<file path="src/rtl/pwm_sample_decoder_if.sv">
// rtl/pwm_sample_decoder_if.sv - PWM link receive-side signal bundle
interface pwm_sample_decoder_if #(
    parameter int SAMPLE_W = 8
);
    logic                tick_en;
    logic                pwm_in;
    logic [SAMPLE_W-1:0] sample_out;
    logic                sample_valid;
    logic                locked;
    logic                err;

    modport master (
        output tick_en,
        output pwm_in,
        input  sample_out,
        input  sample_valid,
        input  locked,
        input  err
    );

    modport slave (
        input  tick_en,
        input  pwm_in,
        output sample_out,
        output sample_valid,
        output locked,
        output err
    );
endinterface

</file>
<file path="src/rtl/pwm_sample_decoder.sv">
// rtl/pwm_sample_decoder.sv - PWM frame aligner and sample recovery, optional PWM_DEC_FILTER_EN glitch filter
module pwm_sample_decoder #(
    parameter int SAMPLE_W     = 8,
    parameter int LOCK_PERIODS = 4,
    parameter int SYNC_STAGES  = 2
) (
    input  logic                clk,
    input  logic                rst_n,
    pwm_sample_decoder_if.slave dec
);
    typedef enum logic [1:0] {
        HUNT = 2'd0,
        SYNC = 2'd1,
        LOCK = 2'd2
    } state_t;

    localparam logic [3:0] GOOD_LAST = 4'(LOCK_PERIODS - 1);

    logic [SYNC_STAGES-1:0] sync_q;
    logic                   pwm_s;
    logic                   lvl;
    logic                   lvl_q;
    logic                   rise;
    logic                   phase_end;
    logic [SAMPLE_W-1:0]    phase;
    logic [SAMPLE_W:0]      hi_cnt;
    logic [SAMPLE_W:0]      total;
    logic [SAMPLE_W:0]      hi_next;
    logic [SAMPLE_W-1:0]    captured;
    logic [3:0]             good;
    state_t                 state;

    // Bring the asynchronous PWM line into the clk domain
    always_ff @(posedge clk or negedge rst_n) begin
        if (!rst_n) begin
            sync_q <= '0;
        end else begin
            sync_q <= {sync_q[SYNC_STAGES-2:0], dec.pwm_in};
        end
    end

    assign pwm_s = sync_q[SYNC_STAGES-1];

`ifdef PWM_DEC_FILTER_EN
    logic [1:0] taps;

    // Keep the two previous tick samples for the 3-tap majority vote
    always_ff @(posedge clk or negedge rst_n) begin
        if (!rst_n) begin
            taps <= '0;
        end else if (dec.tick_en) begin
            taps <= {taps[0], pwm_s};
        end
    end

    assign lvl = (pwm_s & taps[0]) | (pwm_s & taps[1]) | (taps[0] & taps[1]);
`else
    assign lvl = pwm_s;
`endif

    // Level seen at the previous tick, so edges are measured tick to tick
    always_ff @(posedge clk or negedge rst_n) begin
        if (!rst_n) begin
            lvl_q <= 1'b0;
        end else if (dec.tick_en) begin
            lvl_q <= lvl;
        end
    end

    assign rise      = lvl & ~lvl_q;
    assign phase_end = &phase;
    assign total     = hi_cnt + {{SAMPLE_W{1'b0}}, lvl};
    assign captured  = total[SAMPLE_W] ? {SAMPLE_W{1'b1}} : total[SAMPLE_W-1:0];
    assign hi_next   = phase_end ? '0 : total;

    // Framing FSM: hunt for an edge, confirm alignment, then emit one sample per period
    always_ff @(posedge clk or negedge rst_n) begin
        if (!rst_n) begin
            state            <= HUNT;
            phase            <= '0;
            hi_cnt           <= '0;
            good             <= '0;
            dec.sample_out   <= '0;
            dec.sample_valid <= 1'b0;
            dec.locked       <= 1'b0;
            dec.err          <= 1'b0;
        end else begin
            dec.sample_valid <= 1'b0;
            dec.err          <= 1'b0;
            if (dec.tick_en) begin
                case (state)
                    HUNT: begin
                        if (rise) begin
                            phase  <= SAMPLE_W'(1);
                            hi_cnt <= (SAMPLE_W+1)'(1);
                            good   <= '0;
                            state  <= SYNC;
                        end
                    end
                    SYNC: begin
                        if (rise && phase != '0) begin
                            phase  <= SAMPLE_W'(1);
                            hi_cnt <= (SAMPLE_W+1)'(1);
                            good   <= '0;
                        end else begin
                            phase  <= phase + 1'b1;
                            hi_cnt <= hi_next;
                            if (rise) begin
                                good <= good + 1'b1;
                                if (good == GOOD_LAST) begin
                                    state      <= LOCK;
                                    dec.locked <= 1'b1;
                                end
                            end
                        end
                    end
                    LOCK: begin
                        if (rise && phase != '0) begin
                            dec.err    <= 1'b1;
                            dec.locked <= 1'b0;
                            phase      <= SAMPLE_W'(1);
                            hi_cnt     <= (SAMPLE_W+1)'(1);
                            good       <= '0;
                            state      <= SYNC;
                        end else begin
                            phase  <= phase + 1'b1;
                            hi_cnt <= hi_next;
                            if (phase_end) begin
                                dec.sample_out   <= captured;
                                dec.sample_valid <= 1'b1;
                            end
                        end
                    end
                    default: begin
                        state <= HUNT;
                    end
                endcase
            end
        end
    end
endmodule

</file>
<file path="src/flat_wrapper.sv">
// flat-port wrapper written by rule: the top's interface ports become plain ports
module pwm_sample_decoder_flat 
#(
    parameter int SAMPLE_W     = 8,
    parameter int LOCK_PERIODS = 4,
    parameter int SYNC_STAGES  = 2
)
  (clk, rst_n, dec_tick_en, dec_pwm_in, dec_sample_out, dec_sample_valid, dec_locked, dec_err);
  pwm_sample_decoder_if #(.SAMPLE_W(SAMPLE_W)) dec_i ();
  input  logic clk;
  input  logic rst_n;
  input wire logic [$bits(dec_i.tick_en)-1:0] dec_tick_en;
  input wire logic [$bits(dec_i.pwm_in)-1:0] dec_pwm_in;
  output wire logic [$bits(dec_i.sample_out)-1:0] dec_sample_out;
  output wire logic [$bits(dec_i.sample_valid)-1:0] dec_sample_valid;
  output wire logic [$bits(dec_i.locked)-1:0] dec_locked;
  output wire logic [$bits(dec_i.err)-1:0] dec_err;
  assign dec_i.tick_en = dec_tick_en;
  assign dec_i.pwm_in = dec_pwm_in;
  assign dec_sample_out = dec_i.sample_out;
  assign dec_sample_valid = dec_i.sample_valid;
  assign dec_locked = dec_i.locked;
  assign dec_err = dec_i.err;
  pwm_sample_decoder #(.SAMPLE_W(SAMPLE_W), .LOCK_PERIODS(LOCK_PERIODS), .SYNC_STAGES(SYNC_STAGES)) u_core (.clk(clk), .rst_n(rst_n), .dec(dec_i));
endmodule
</file>
<file path="config.mk">
export PLATFORM = sky130hd
export DESIGN_NAME = pwm_sample_decoder_flat
export DESIGN_NICKNAME = d
export VERILOG_FILES = /design/src/rtl/pwm_sample_decoder_if.sv /design/src/rtl/pwm_sample_decoder.sv /design/src/flat_wrapper.sv
export SDC_FILE = /design/constraint.sdc
export NUM_CORES = 1
export LEC_CHECK = 0
export CAP_MARGIN = 10
export CELL_PAD_IN_SITES_DETAIL_PLACEMENT = 1
export CELL_PAD_IN_SITES_GLOBAL_PLACEMENT = 1
export CORE_ASPECT_RATIO = 1.2
export CORE_MARGIN = 2
export CORE_UTILIZATION = 47
export CTS_BUF_LIST = sky130_fd_sc_hd__clkbuf_8
export DETAILED_ROUTE_END_ITERATION = 16
export GPL_TIMING_DRIVEN = 0
export PLACE_DENSITY_LB_ADDON = 0.15
export SLEW_MARGIN = 10
export SYNTH_ARGS = -nofsm -noshare
export SYNTH_HDL_FRONTEND = slang
export SYNTH_SLANG_ARGS = --single-unit
</file>
<file path="constraint.sdc">
create_clock -name clk -period 3.05 [get_ports clk]
set_clock_uncertainty 0.05 [all_clocks]
set_input_delay 0.61 -clock clk [delete_from_list [all_inputs] [get_ports clk]]
set_output_delay 0.61 -clock clk [all_outputs]
set_load 0.01 [all_outputs]
</file>
# Word level (Yosys, flattened, before mapping)
# Index checks and enable logic that the tools add are counted.
# Widths: inputs -> output; s select.
# op_classes
addsub	3
n_eq_ne	9
mux	31
n_bitwise	3
reduce_logical	13
# ops
op	n
$mux 9	3
$mux 8	3
$pmux 9 s2	1
$mux 4	4
$pmux 8 s2	1
$pmux 4 s3	1
$reduce_and 6->1	2
$mux 1	11
$reduce_and 11->1	1
$mux 2	5
$add 9x1->9	1
$add 8x1->8 const B	1
$ne 2x1->1 const B	4
$reduce_and 8->1	1
$reduce_bool 8->1	1
$pmux 2 s3	1
$reduce_and 5->1	1
$add 4x1->4 const B	1
$eq 4x2->1 const B	1
$reduce_bool 2->1	2
$ne 3x1->1 const B	1
$reduce_and 3->1	1
$reduce_bool 3->1	1
$eq 2x1->1 const B	1
other kinds (8)	9
# word_totals
ff_bits	37
inputBits	4
out_inout_bits	11
wordCells	69

# Logic depth before layout (Yosys ltp)
# Gate-level depths: netlist of the first run.
# logic_depth
word_depth	6
depth_mapped	8
depth_no_buf	6

# Least setup slack after synthesis of the first run
# No wires, ideal clock.
# synth_path
kind	reg-to-reg
from	register u_core.phase[0]
to	register u_core.good[3]
setup_ns	0.087
arrival_time_ns	2.021
required_ns	2.913
path_slack_ns	0.893
path_stages_with_launch	8
path_buffers	1
path_cell_list	dfrtp_1 inv_1 ha_1 or3b_1 clkbuf_1 o21a_1 or4b_4 o211ai_1
# synth_via
elab_chain_len	4
elab_cells_between_ends	7
classes_between	eq/ne: 2; mux: 2; reduce/logical: 3
# synth_rtl
element	line	source
start: declaration	pwm_sample_decoder.sv:25	logic [SAMPLE_W-1:0] phase;
start signal: assignment	pwm_sample_decoder.sv:106	phase <= phase + 1'b1;
start signal: assignment	pwm_sample_decoder.sv:126	phase <= phase + 1'b1;
$reduce_bool 8->1 *	pwm_sample_decoder.sv:101, pwm_sample_decoder.sv:118	
$logic_and 1x1->1 *	pwm_sample_decoder.sv:101, pwm_sample_decoder.sv:118	
$ne 3x1->1 (no line), or another cell as far along	-	
$reduce_and 5->1 (no line) or $pmux 4 s3 (tied branches)	-	
end signal: assignment	pwm_sample_decoder.sv:109	good <= good + 1'b1;
end: declaration	pwm_sample_decoder.sv:30	logic [3:0] good;
# Mark *: on every way between the ends. The rest lies on a longest branch, timed or not.
# A chain may end at the register's enable or synchronous reset.

# Worst setup path after layout of the first run
# layout_path
from	register u_core.state[1]
to	register u_core.phase[6]
# layout_via
elab_chain_len	4
elab_cells_between_ends	8
classes_between	eq/ne: 3; mux: 1; reduce/logical: 4
# layout_rtl
element	line	source
start: declaration	pwm_sample_decoder.sv:31	state_t state;
start signal: assignment	pwm_sample_decoder.sv:79	state <= HUNT;
start signal: assignment	pwm_sample_decoder.sv:97	state <= SYNC;
start signal: assignment	pwm_sample_decoder.sv:111	state <= LOCK;
$eq 2x1->1 or $eq 2x2->1 (tied branches)	pwm_sample_decoder.sv:91	case (state)
$reduce_or 2->1 (no line)	-	
$reduce_bool 2->1 (no line)	-	
$reduce_and 3->1 (no line)	-	
# Parallel ways exist; a longest one is shown, timed or not.

==> impl_metrics.env, run 1 <==
export IMPL_run_status="finished, final reports clean"
export IMPL_cts_resized=0
export IMPL_critPathMaxStageDelay_ps=550
export IMPL_synth_top_family_by_area="simple AND/OR/NAND/NOR gates"
export IMPL_post_route_cell_area_um2=2342
export IMPL_cp_slowest_cell="o21ai_1"
export IMPL_dieArea_um2=4856
export IMPL_slew_headroom_pct=36.92
export IMPL_p_total_mw=1.846
export IMPL_grt_max_degree=38
export IMPL_maxCapViolations=0
export IMPL_switchingPower_uw=719.4
export IMPL_synth_compound_area_share_pct=18.46
export IMPL_cts_root_buf="clkbuf_8"
export IMPL_start_util_pct=48.30
export IMPL_fin_cells=280
export IMPL_synth_cells=203
export IMPL_synth_async_reset_ratio_pct=100.0
export IMPL_synth_main_ff_cell="dfrtp_1"
export IMPL_r2r_start="u_core.state[1]"
export IMPL_syn_area_um2=2027
export IMPL_r2r_end="u_core.phase[6]"
export IMPL_ys_seq_area_share_pct=45.68
export IMPL_cellLeakagePower_nw=0.9851
export IMPL_tns_ps=0
export IMPL_crit_top_cell="clkbuf_1"
export IMPL_path_cells="inv_1 -> ha_1 -> clkbuf_1 -> nor2b_1 -> o21ai_1 -> clkbuf_1 -> nor2_1 -> a22oi_1"
export IMPL_yosys_cell_types_count=51
export IMPL_num_rows=26
export IMPL_wire_per_inst_um=18.22
export IMPL_vias=1666
export IMPL_synth_warnings=0
export IMPL_io_buffers=13
export IMPL_syn_to_final_growth_pct=15.56
export IMPL_synth_edf_count=0
export IMPL_worstPathArrival_ps=2760
export IMPL_cpLargestDelayFamily="buffers and inverters"
export IMPL_cp_end_kind="flip-flop"
export IMPL_fp_dieW_um=63.95
export IMPL_ant_nets=0
export IMPL_reg2reg_slack_ps=450
export IMPL_post_cts_buffers=0
export IMPL_antenna_found_initial=0
export IMPL_cts_max_level=2
export IMPL_hp_class="flip-flop to flip-flop"
export IMPL_synth_xor_area_share_pct=1.728
export IMPL_placed_cells=272
export IMPL_startpoint="u_core.state[1]"
export IMPL_critical_path_buf_inv_count=3
export IMPL_internal_power_mw=1.127
export IMPL_synth_seq_cells=37
export IMPL_period_share_pct=85.37
export IMPL_postLayoutCoreUtil_pct=55.81
export IMPL_synth_area_leaders="dfrtp_1 (46%), ha_1 (6.2%), nand2_1 (3.1%), mux2i_1 (3.0%), o21ai_0 (2.7%)"
export IMPL_io_pins=15
export IMPL_coreArea_um2=4197
export IMPL_rsz0062_at_grt="no"
export IMPL_cts_buffer_depth=2
export IMPL_yosys_area_share_simple_pct=20.00
export IMPL_synth_fa_ha_area_share_pct=6.173
export IMPL_synth_nets=217
export IMPL_syn_area_per_cell_um2=9.985
export IMPL_seqPwrFrac_pct=38.2
export IMPL_cts_hold_fix_buffers=0
export IMPL_worstMarginPinSlew_ps=939.0
export IMPL_regArea_um2=925.9
export IMPL_max_clock_freq_ghz=0.3841
export IMPL_clk_pin_slew_worst_paths_ps=80
export IMPL_crit_cells=8
export IMPL_worstPathMaxFanout=10
export IMPL_p_per_area_nw_per_um2=788.1
export IMPL_fin_crit_ps=2604
export IMPL_grt_pass1_wl_mm=8.921
export IMPL_fin_nets=237
export IMPL_fillers=457
export IMPL_drive_gt1_share_pct=8.036
export IMPL_yosysTopAreaCellShare_pct=45.68
export IMPL_ir_drop_uv=516.9
export IMPL_drc=0
export IMPL_dp_hpwl_mm=3.685
export IMPL_viasPerCell=5.950
export IMPL_multi_input_area_um2=1022
export IMPL_swShare_pct=38.97
export IMPL_synth_most_common_cell="dfrtp_1"
export IMPL_crit_path_end="u_core.phase[6]"
export IMPL_drtPass1Iterations=4
export IMPL_ff2ff_path_depth=8
export IMPL_clock_latency_ps=290
export IMPL_track_usage_pct=23.21
export IMPL_clock_sinks=37
export IMPL_comb_power_share_pct=37.6
export IMPL_drt_iter0_drc=57
export IMPL_dieHeight_um=75.94
export IMPL_cts_buffers=5
export IMPL_setup_viol=0
export IMPL_drt_total_wl_mm=5.102
export IMPL_placed_area_um2=2222
export IMPL_cp_required_ps=3210
export IMPL_finalHoldViolCount=0
export IMPL_overflow=0
export IMPL_grt_pass1_vias=1845
export IMPL_cp_start_kind="flip-flop"
export IMPL_ys_top_cells_by_count="dfrtp_1 (37), nand2_1 (17), inv_1 (12)"
export IMPL_gpl_final_weighted_congestion=0.7606
export IMPL_p_clk_share_pct=24.2
export IMPL_yosysTopAreaCell="dfrtp_1"
export IMPL_critPathKind="flip-flop to flip-flop"
export IMPL_muxShareOfSynthArea_pct=4.074
export IMPL_slew_viol_final=0
export IMPL_cts_tree="built"
export IMPL_antenna_cells=0
-- stage by stage --
stage / hold slack, ps / setup WS (ps)
floorplan: 264.4 / 892.9
global placement: 284.7 / 457.8
detailed placement: 288.6 / 408.4
CTS: 301.8 / 455.7
global route: 303.6 / 201.0
finish: 296.3 / 446.3
-- layer usage --
layer	wire, µm	vias to the layer above	part of all wire (%)	track usage [%]
met4	39	0	0.76	6.522
met3	101	4	2.0	4.748
li1	-	784	-	-
met1	2150	858	42	27.62
met2	2810	20	55	41.56
met5	0	-	0	0
-- cells in the final DEF, fill, tap and decap left out, drive strengths merged, types with 3 or more instances in the layout --
cell	n
a21oi	7
ha	10
or2	3
dfrtp	37
o21ai	13
o211ai	6
nand4	6
xnor2	3
a31oi	8
clkbuf	12
clkdlybuf4s50	12
nor2b	6
nand2	17
and2	5
nor3	5
mux2i	6
o21bai	3
nor2	9
nand3	7
inv	12
-- power by group through the flow --
stage | sequential [mW] | clock [mW] | combinational [mW]
after floorplan | 0.682 | 0 | 0.508
after global placement | 0.699 | 0 | 0.655
after detailed placement | 0.711 | 0 | 0.683
final | 0.704 | 0.448 | 0.694
after CTS | 0.702 | 0.459 | 0.694
after global routing | 0.722 | 0.482 | 0.782
-- layout make-up --
class | instances | area share, %
well taps | 56 | 2.991
repair buffers | 13 | 5.342
multi-input cells | 147 | 43.64
clock inverters | 2 | 1.603
inverters | 12 | 1.923
clock buffers | 6 | 3.526
plain buffers | 7 | 1.442
flip-flops and latches | 37 | 39.53
-- state kept, by name (all words and copies together) (netlist names) --
| name | cells |
|---|---|
| u_core.phase | 8 |
| u_core.good | 4 |
| u_core.dec.sample_valid | 1 |
| u_core.dec.err | 1 |
| u_core.hi_cnt | 9 |
| u_core.dec.sample_out | 8 |
| u_core.state | 2 |
| u_core.dec.locked | 1 |
| u_core.lvl_q | 1 |
| u_core.sync_q | 2 |
-- worst min path at each step --
stage                     slack (ps)  cells after the start        startpoint               end
final                            300                      0  u_core.sync_q[0]  u_core.sync_q[1]
after global routing             300                      0  u_core.sync_q[0]  u_core.sync_q[1]
after CTS                        300                      0  u_core.sync_q[0]  u_core.sync_q[1]
after detailed placement         290                      0  u_core.sync_q[0]  u_core.sync_q[1]
after global placement           280                      0  u_core.sync_q[0]  u_core.sync_q[1]
after floorplan                  260                      0             rst_n    u_core.dec.err
-- kinds of logic after synthesis --
kind of cell,after synthesis
AOI/OAI and AO/OA,54
xor gates and xnor gates,4
adders and majority gates,10
buffers and inverters,19
DFF,37
muxes,8
and+or+nand+nor,71
Note: power is estimated with default switching activity, not from simulation.
==> run 2, diff against run 1 <==
--- a/config.mk
+++ b/config.mk
@@ -9,13 +9,12 @@
 export CELL_PAD_IN_SITES_DETAIL_PLACEMENT = 1
 export CELL_PAD_IN_SITES_GLOBAL_PLACEMENT = 1
 export CORE_ASPECT_RATIO = 1.2
-export CORE_MARGIN = 2
+export CORE_MARGIN = 5
 export CORE_UTILIZATION = 47
 export CTS_BUF_LIST = sky130_fd_sc_hd__clkbuf_8
 export DETAILED_ROUTE_END_ITERATION = 16
 export GPL_TIMING_DRIVEN = 0
 export PLACE_DENSITY_LB_ADDON = 0.15
-export SLEW_MARGIN = 10
 export SYNTH_ARGS = -nofsm -noshare
 export SYNTH_HDL_FRONTEND = slang
 export SYNTH_SLANG_ARGS = --single-unit
==> run 2 against run 1 <==
Via count up 0.54%. Largest cell class unchanged. Critical endpoint is now u_core.hi_cnt[1]. Clock power down 25%. Sequential share of layout area up 0.64 points. Die area rose by 18%. Power down 6.3%.
==> impl_metrics.env, run 2 (synthesis results as in run 1) <==
export IMPL_fin_nets=237
export IMPL_fin_cells=280
export IMPL_fin_crit_ps=2628
export IMPL_cts_max_level=2
export IMPL_dieHeight_um=81.94
export IMPL_cts_root_buf="clkbuf_8"
export IMPL_cpLargestDelayFamily="simple AND/OR/NAND/NOR gates"
export IMPL_min_path_cells=0
export IMPL_post_cts_buffers=0
export IMPL_internal_power_mw=1.015
export IMPL_setup_slack_ps=421.8
export IMPL_reg_top3="u_core.hi_cnt x9, u_core.dec.sample_out x8, u_core.phase x8"
export IMPL_p_total_mw=1.729
export IMPL_clock_latency_ps=290
export IMPL_gpl_final_weighted_congestion=0.7715
export IMPL_largest_reg_flops=9
export IMPL_finalHoldViolCount=0
export IMPL_drt_total_wl_mm=5.145
export IMPL_multi_input_area_um2=1022
export IMPL_worstPathArrival_ps=2800
export IMPL_viasPerCell=5.982
export IMPL_critical_path_buf_inv_count=2
export IMPL_critPathKind="flip-flop to flip-flop"
export IMPL_fillers=499
export IMPL_tns_ps=0
export IMPL_cp_slowest_cell="nor3_1"
export IMPL_clock_sinks=37
export IMPL_worstPathMaxFanout=8
export IMPL_post_route_cell_area_um2=2305
export IMPL_wire_per_inst_um=18.38
export IMPL_worstMarginPinSlew_ps=1016
export IMPL_setup_viol=0
export IMPL_track_usage_pct=19.46
export IMPL_ant_nets=0
export IMPL_drive_gt1_share_pct=7.589
export IMPL_placed_area_um2=2222
export IMPL_switchingPower_uw=714.5
export IMPL_grt_pass1_vias=1844
export IMPL_antenna_cells=0
export IMPL_cellLeakagePower_nw=0.9768
export IMPL_top_register="u_core.hi_cnt"
export IMPL_regArea_um2=925.9
export IMPL_maxCapViolations=0
export IMPL_comb_power_share_pct=39.9
export IMPL_drtPass1Iterations=4
export IMPL_rsz0062_at_grt="no"
export IMPL_syn_to_final_growth_pct=13.70
export IMPL_dpl_worst_slack_ps=342.7
export IMPL_path_cells="inv_1 -> ha_1 -> clkbuf_1 -> nand2_1 -> nor3_1 -> or2_2 -> a32o_1"
export IMPL_clk_pin_slew_worst_paths_ps=70
export IMPL_final_cell_mix="dfrtp_1 (37), nand2_1 (17), inv_1 (13)"
export IMPL_io_pins=15
export IMPL_swShare_pct=41.32
export IMPL_drt_iter0_drc=92
export IMPL_antenna_found_initial=0
export IMPL_postLayoutCoreUtil_pct=54.50
export IMPL_cp_required_ps=3230
export IMPL_ff2ff_path_depth=7
export IMPL_p_per_area_nw_per_um2=750.3
export IMPL_seqPwrFrac_pct=40.8
export IMPL_hold_slack_ps=307.4
export IMPL_run_status="finished, final reports clean"
export IMPL_hp_class="flip-flop to flip-flop"
export IMPL_cts_tree="built"
export IMPL_overflow=0
export IMPL_placed_cells=272
export IMPL_grt_pass1_wl_mm=8.783
export IMPL_cts_buffer_depth=2
export IMPL_fp_dieW_um=69.95
export IMPL_ir_drop_uv=378.9
export IMPL_drc=0
export IMPL_coreArea_um2=4229
export IMPL_slew_headroom_pct=31.74
export IMPL_cp_end_kind="flip-flop"
export IMPL_dieArea_um2=5732
export IMPL_max_clock_freq_ghz=0.3805
export IMPL_slew_viol_final=0
export IMPL_num_rows=26
export IMPL_crit_cells=7
export IMPL_critPathMaxStageDelay_ps=720
export IMPL_cts_hold_fix_buffers=0
export IMPL_cp_start_kind="flip-flop"
export IMPL_io_buffers=13
export IMPL_cts_resized=0
export IMPL_period_share_pct=86.17
export IMPL_grt_max_degree=38
export IMPL_vias=1675
export IMPL_p_clk_share_pct=19.4
export IMPL_start_util_pct=47.93
export IMPL_dp_hpwl_mm=3.906
export IMPL_final_common_cell="dfrtp_1"
export IMPL_cts_buffers=5
run 2: cell count changes in the layout (fill, tap and decap cells not counted):
cell        change
bufinv_16       -1
inv_1           +1
clkinv_2        +2
clkinvlp_4      -1
clkbuf_8        -1
run 2: power by group through the flow:
| stage | combinational, mW | clock (mW) | sequential [mW] |
|---|---|---|---|
| 2_1_floorplan | 0.508 | 0 | 0.682 |
| 3_3_place_gp | 0.654 | 0 | 0.700 |
| 3_5_place_dp | 0.693 | 0 | 0.714 |
| 4_1_cts | 0.694 | 0.341 | 0.704 |
| 5_1_grt | 0.772 | 0.367 | 0.722 |
| 6_report | 0.689 | 0.335 | 0.705 |
run 2: cell type report:
cell class / count / area share (%)
inverters: 12 / 1.954
flip-flops and latches: 37 / 40.17
plain buffers: 7 / 1.466
repair buffers: 13 / 5.429
multi-input cells: 147 / 44.35
clock inverters: 3 / 0.5972
well taps: 56 / 3.040
clock buffers: 5 / 2.986
run 2: worst paths after layout:
check                            startpoint                to  slack, ps
setup / recovery            u_core.state[0]  u_core.hi_cnt[1]        420
hold / removal             u_core.sync_q[0]  u_core.sync_q[1]        310
setup reg to reg            u_core.state[0]  u_core.hi_cnt[1]        420
hold reg to reg            u_core.sync_q[0]  u_core.sync_q[1]        310
max in group asynchronous             rst_n   u_core.state[0]       2050
min in group asynchronous             rst_n  u_core.hi_cnt[6]        370
run 2: layer usage:
layer | GRT usage, % | vias to the layer above | routed length [µm]
met4 | 9.770 | 0 | 184
met3 | 4.284 | 19 | 152
li1 | - | 778 | -
met5 | 0 | - | 0
met1 | 20.95 | 843 | 2087
met2 | 36.11 | 35 | 2721
run 2: worst reg2reg max path: stages, from the launching register on:
cell and delay (ps):
dfrtp_1 390, inv_1 90, ha_1 280, clkbuf_1 340
nand2_1 210, nor3_1 720, or2_2 320, a32o_1 170
==> run 3, diff against run 2 <==
--- a/config.mk
+++ b/config.mk
@@ -10,7 +10,7 @@
 export CELL_PAD_IN_SITES_GLOBAL_PLACEMENT = 1
 export CORE_ASPECT_RATIO = 1.2
 export CORE_MARGIN = 5
-export CORE_UTILIZATION = 47
+export CORE_UTILIZATION = 43
 export CTS_BUF_LIST = sky130_fd_sc_hd__clkbuf_8
 export DETAILED_ROUTE_END_ITERATION = 16
 export GPL_TIMING_DRIVEN = 0
==> run 3 against run 2 <==
Clock-buffer cell count increased by 1. Combinational power down 1%. Power barely moved. Sequential power fell by 0.6%. Via count is 2.5% lower. Sequential share of layout area fell by 0.11 points. Worst setup slack better by 69 ps. Cell area rose by 0.27%. Critical path type unchanged. Largest cell class unchanged. Highest routed layer unchanged.
==> impl_metrics.env, run 3 (synthesis results as in run 1) <==
export IMPL_reg_top3="u_core.hi_cnt x9, u_core.dec.sample_out x8, u_core.phase x8"
export IMPL_p_total_mw=1.731
export IMPL_internal_power_mw=1.035
export IMPL_syn_to_final_growth_pct=14.01
export IMPL_viasPerCell=5.811
export IMPL_cellLeakagePower_nw=0.9762
export IMPL_comb_power_share_pct=39.3
export IMPL_run_status="finished, final reports clean"
export IMPL_slew_viol_final=0
export IMPL_worstPathArrival_ps=2710
export IMPL_max_clock_freq_ghz=0.3908
export IMPL_hp_class="flip-flop to flip-flop"
export IMPL_dieHeight_um=85.21
export IMPL_cp_end_kind="flip-flop"
export IMPL_cts_buffer_depth=2
export IMPL_cts_buffers=5
export IMPL_grt_pass1_vias=1774
export IMPL_maxCapViolations=0
export IMPL_drt_total_wl_mm=5.053
export IMPL_grt_pass1_wl_mm=8.666
export IMPL_clk_pin_slew_worst_paths_ps=80
export IMPL_drt_iter0_drc=60
export IMPL_num_rows=27
export IMPL_cts_root_buf="clkbuf_8"
export IMPL_ant_nets=0
export IMPL_fin_crit_ps=2559
export IMPL_top_register="u_core.hi_cnt"
export IMPL_drtPass1Iterations=4
export IMPL_coreArea_um2=4594
export IMPL_overflow=0
export IMPL_track_usage_pct=17.74
export IMPL_p_clk_share_pct=20.2
export IMPL_post_cts_buffers=0
export IMPL_cts_tree="built"
export IMPL_cp_required_ps=3200
export IMPL_dieArea_um2=6193
export IMPL_tns_ps=0
export IMPL_antenna_found_initial=0
export IMPL_io_buffers=13
export IMPL_drc=0
export IMPL_dpl_worst_slack_ps=451.3
export IMPL_setup_viol=0
export IMPL_final_cell_mix="dfrtp_1 (37), nand2_1 (17), inv_1 (13)"
export IMPL_wire_per_inst_um=17.98
export IMPL_worstMarginPinSlew_ps=950.8
export IMPL_period_share_pct=83.90
export IMPL_seqPwrFrac_pct=40.5
export IMPL_cts_hold_fix_buffers=0
export IMPL_worstPathMaxFanout=10
export IMPL_start_util_pct=44.12
export IMPL_antenna_cells=0
export IMPL_dp_hpwl_mm=3.796
export IMPL_clock_sinks=37
export IMPL_cts_resized=0
export IMPL_cts_max_level=2
export IMPL_grt_max_degree=38
export IMPL_io_pins=15
export IMPL_swShare_pct=40.19
export IMPL_gpl_final_weighted_congestion=0.7935
export IMPL_clock_latency_ps=280
export IMPL_p_per_area_nw_per_um2=748.8
export IMPL_placed_area_um2=2225
export IMPL_rsz0062_at_grt="no"
export IMPL_ir_drop_uv=424.0
export IMPL_reg2reg_slack_ps=490
export IMPL_vias=1633
export IMPL_largest_reg_flops=9
export IMPL_drive_gt1_share_pct=7.175
export IMPL_cp_start_kind="flip-flop"
export IMPL_post_route_cell_area_um2=2311
export IMPL_fp_dieW_um=72.68
export IMPL_fin_nets=237
export IMPL_switchingPower_uw=695.4
export IMPL_finalHoldViolCount=0
export IMPL_final_common_cell="dfrtp_1"
export IMPL_setup_slack_ps=490.9
export IMPL_slew_headroom_pct=36.13
export IMPL_critPathKind="flip-flop to flip-flop"
[run 3: changes by cell type in the layout (fill, tap and decap cells not counted), sizes merged]
cell	change
clkinv	-2
clkbuf	+1
[run 3: per-layer routing]
| metal | vias to the layer above | GRT usage [%] | routed length [µm] |
|---|---|---|---|
| met3 | 7 | 2.370 | 88 |
| met5 | - | 0 | 0 |
| li1 | 780 | - | - |
| met1 | 830 | 20.06 | 2099 |
| met2 | 16 | 33.25 | 2798 |
| met4 | 0 | 6.040 | 67 |
[run 3: worst paths after layout]
check	startpoint	endpoint	cells after the start
worst min register to register	u_core.sync_q[0]	u_core.sync_q[1]	0
worst min-delay path	u_core.sync_q[0]	u_core.sync_q[1]	0
worst max register to register	u_core.state[0]	u_core.phase[6]	8
worst max-delay path	u_core.state[0]	u_core.phase[6]	8
min in group asynchronous	rst_n	u_core.hi_cnt[7]	1
max in group asynchronous	rst_n	u_core.good[1]	1
[run 3: critical path: stages, from the launching register on]
cell	delay, ps
dfrtp_1	380
inv_1	80
ha_1	300
clkbuf_1	220
nor2b_1	190
o21ai_1	520
clkbuf_1	480
nor2_1	80
a22oi_1	170
[run 3: layout make-up]
| type | instances | area [µm²] |
|---|---|---|
| well taps | 58 | 72.57 |
| flip-flops and latches | 37 | 925.9 |
| multi-input cells | 147 | 1022 |
| inverters | 12 | 45.04 |
| repair buffers | 13 | 125.1 |
| clock buffers | 6 | 82.58 |
| fillers | 531 | 2283 |
| plain buffers | 7 | 33.78 |
| clock inverters | 1 | 3.754 |
[run 3: power by group through the flow]
stage,registers [mW],logic [mW],clock network (mW)
final,0.701,0.679,0.350
after global routing,0.719,0.767,0.378
after CTS,0.700,0.687,0.356
after detailed placement,0.709,0.685,0
after global placement,0.700,0.660,0
after floorplan,0.682,0.508,0
[run 3: per-stage QoR]
step	utilization (%)	hold WS, ps	instances
6_report	50.30	307.9	281
3_3_place_gp	48.53	286.5	274
4_1_cts	50.30	316.3	281
3_5_place_dp	48.42	299.6	274
5_1_grt	50.30	327.7	281
2_1_floorplan	-	264.4	203
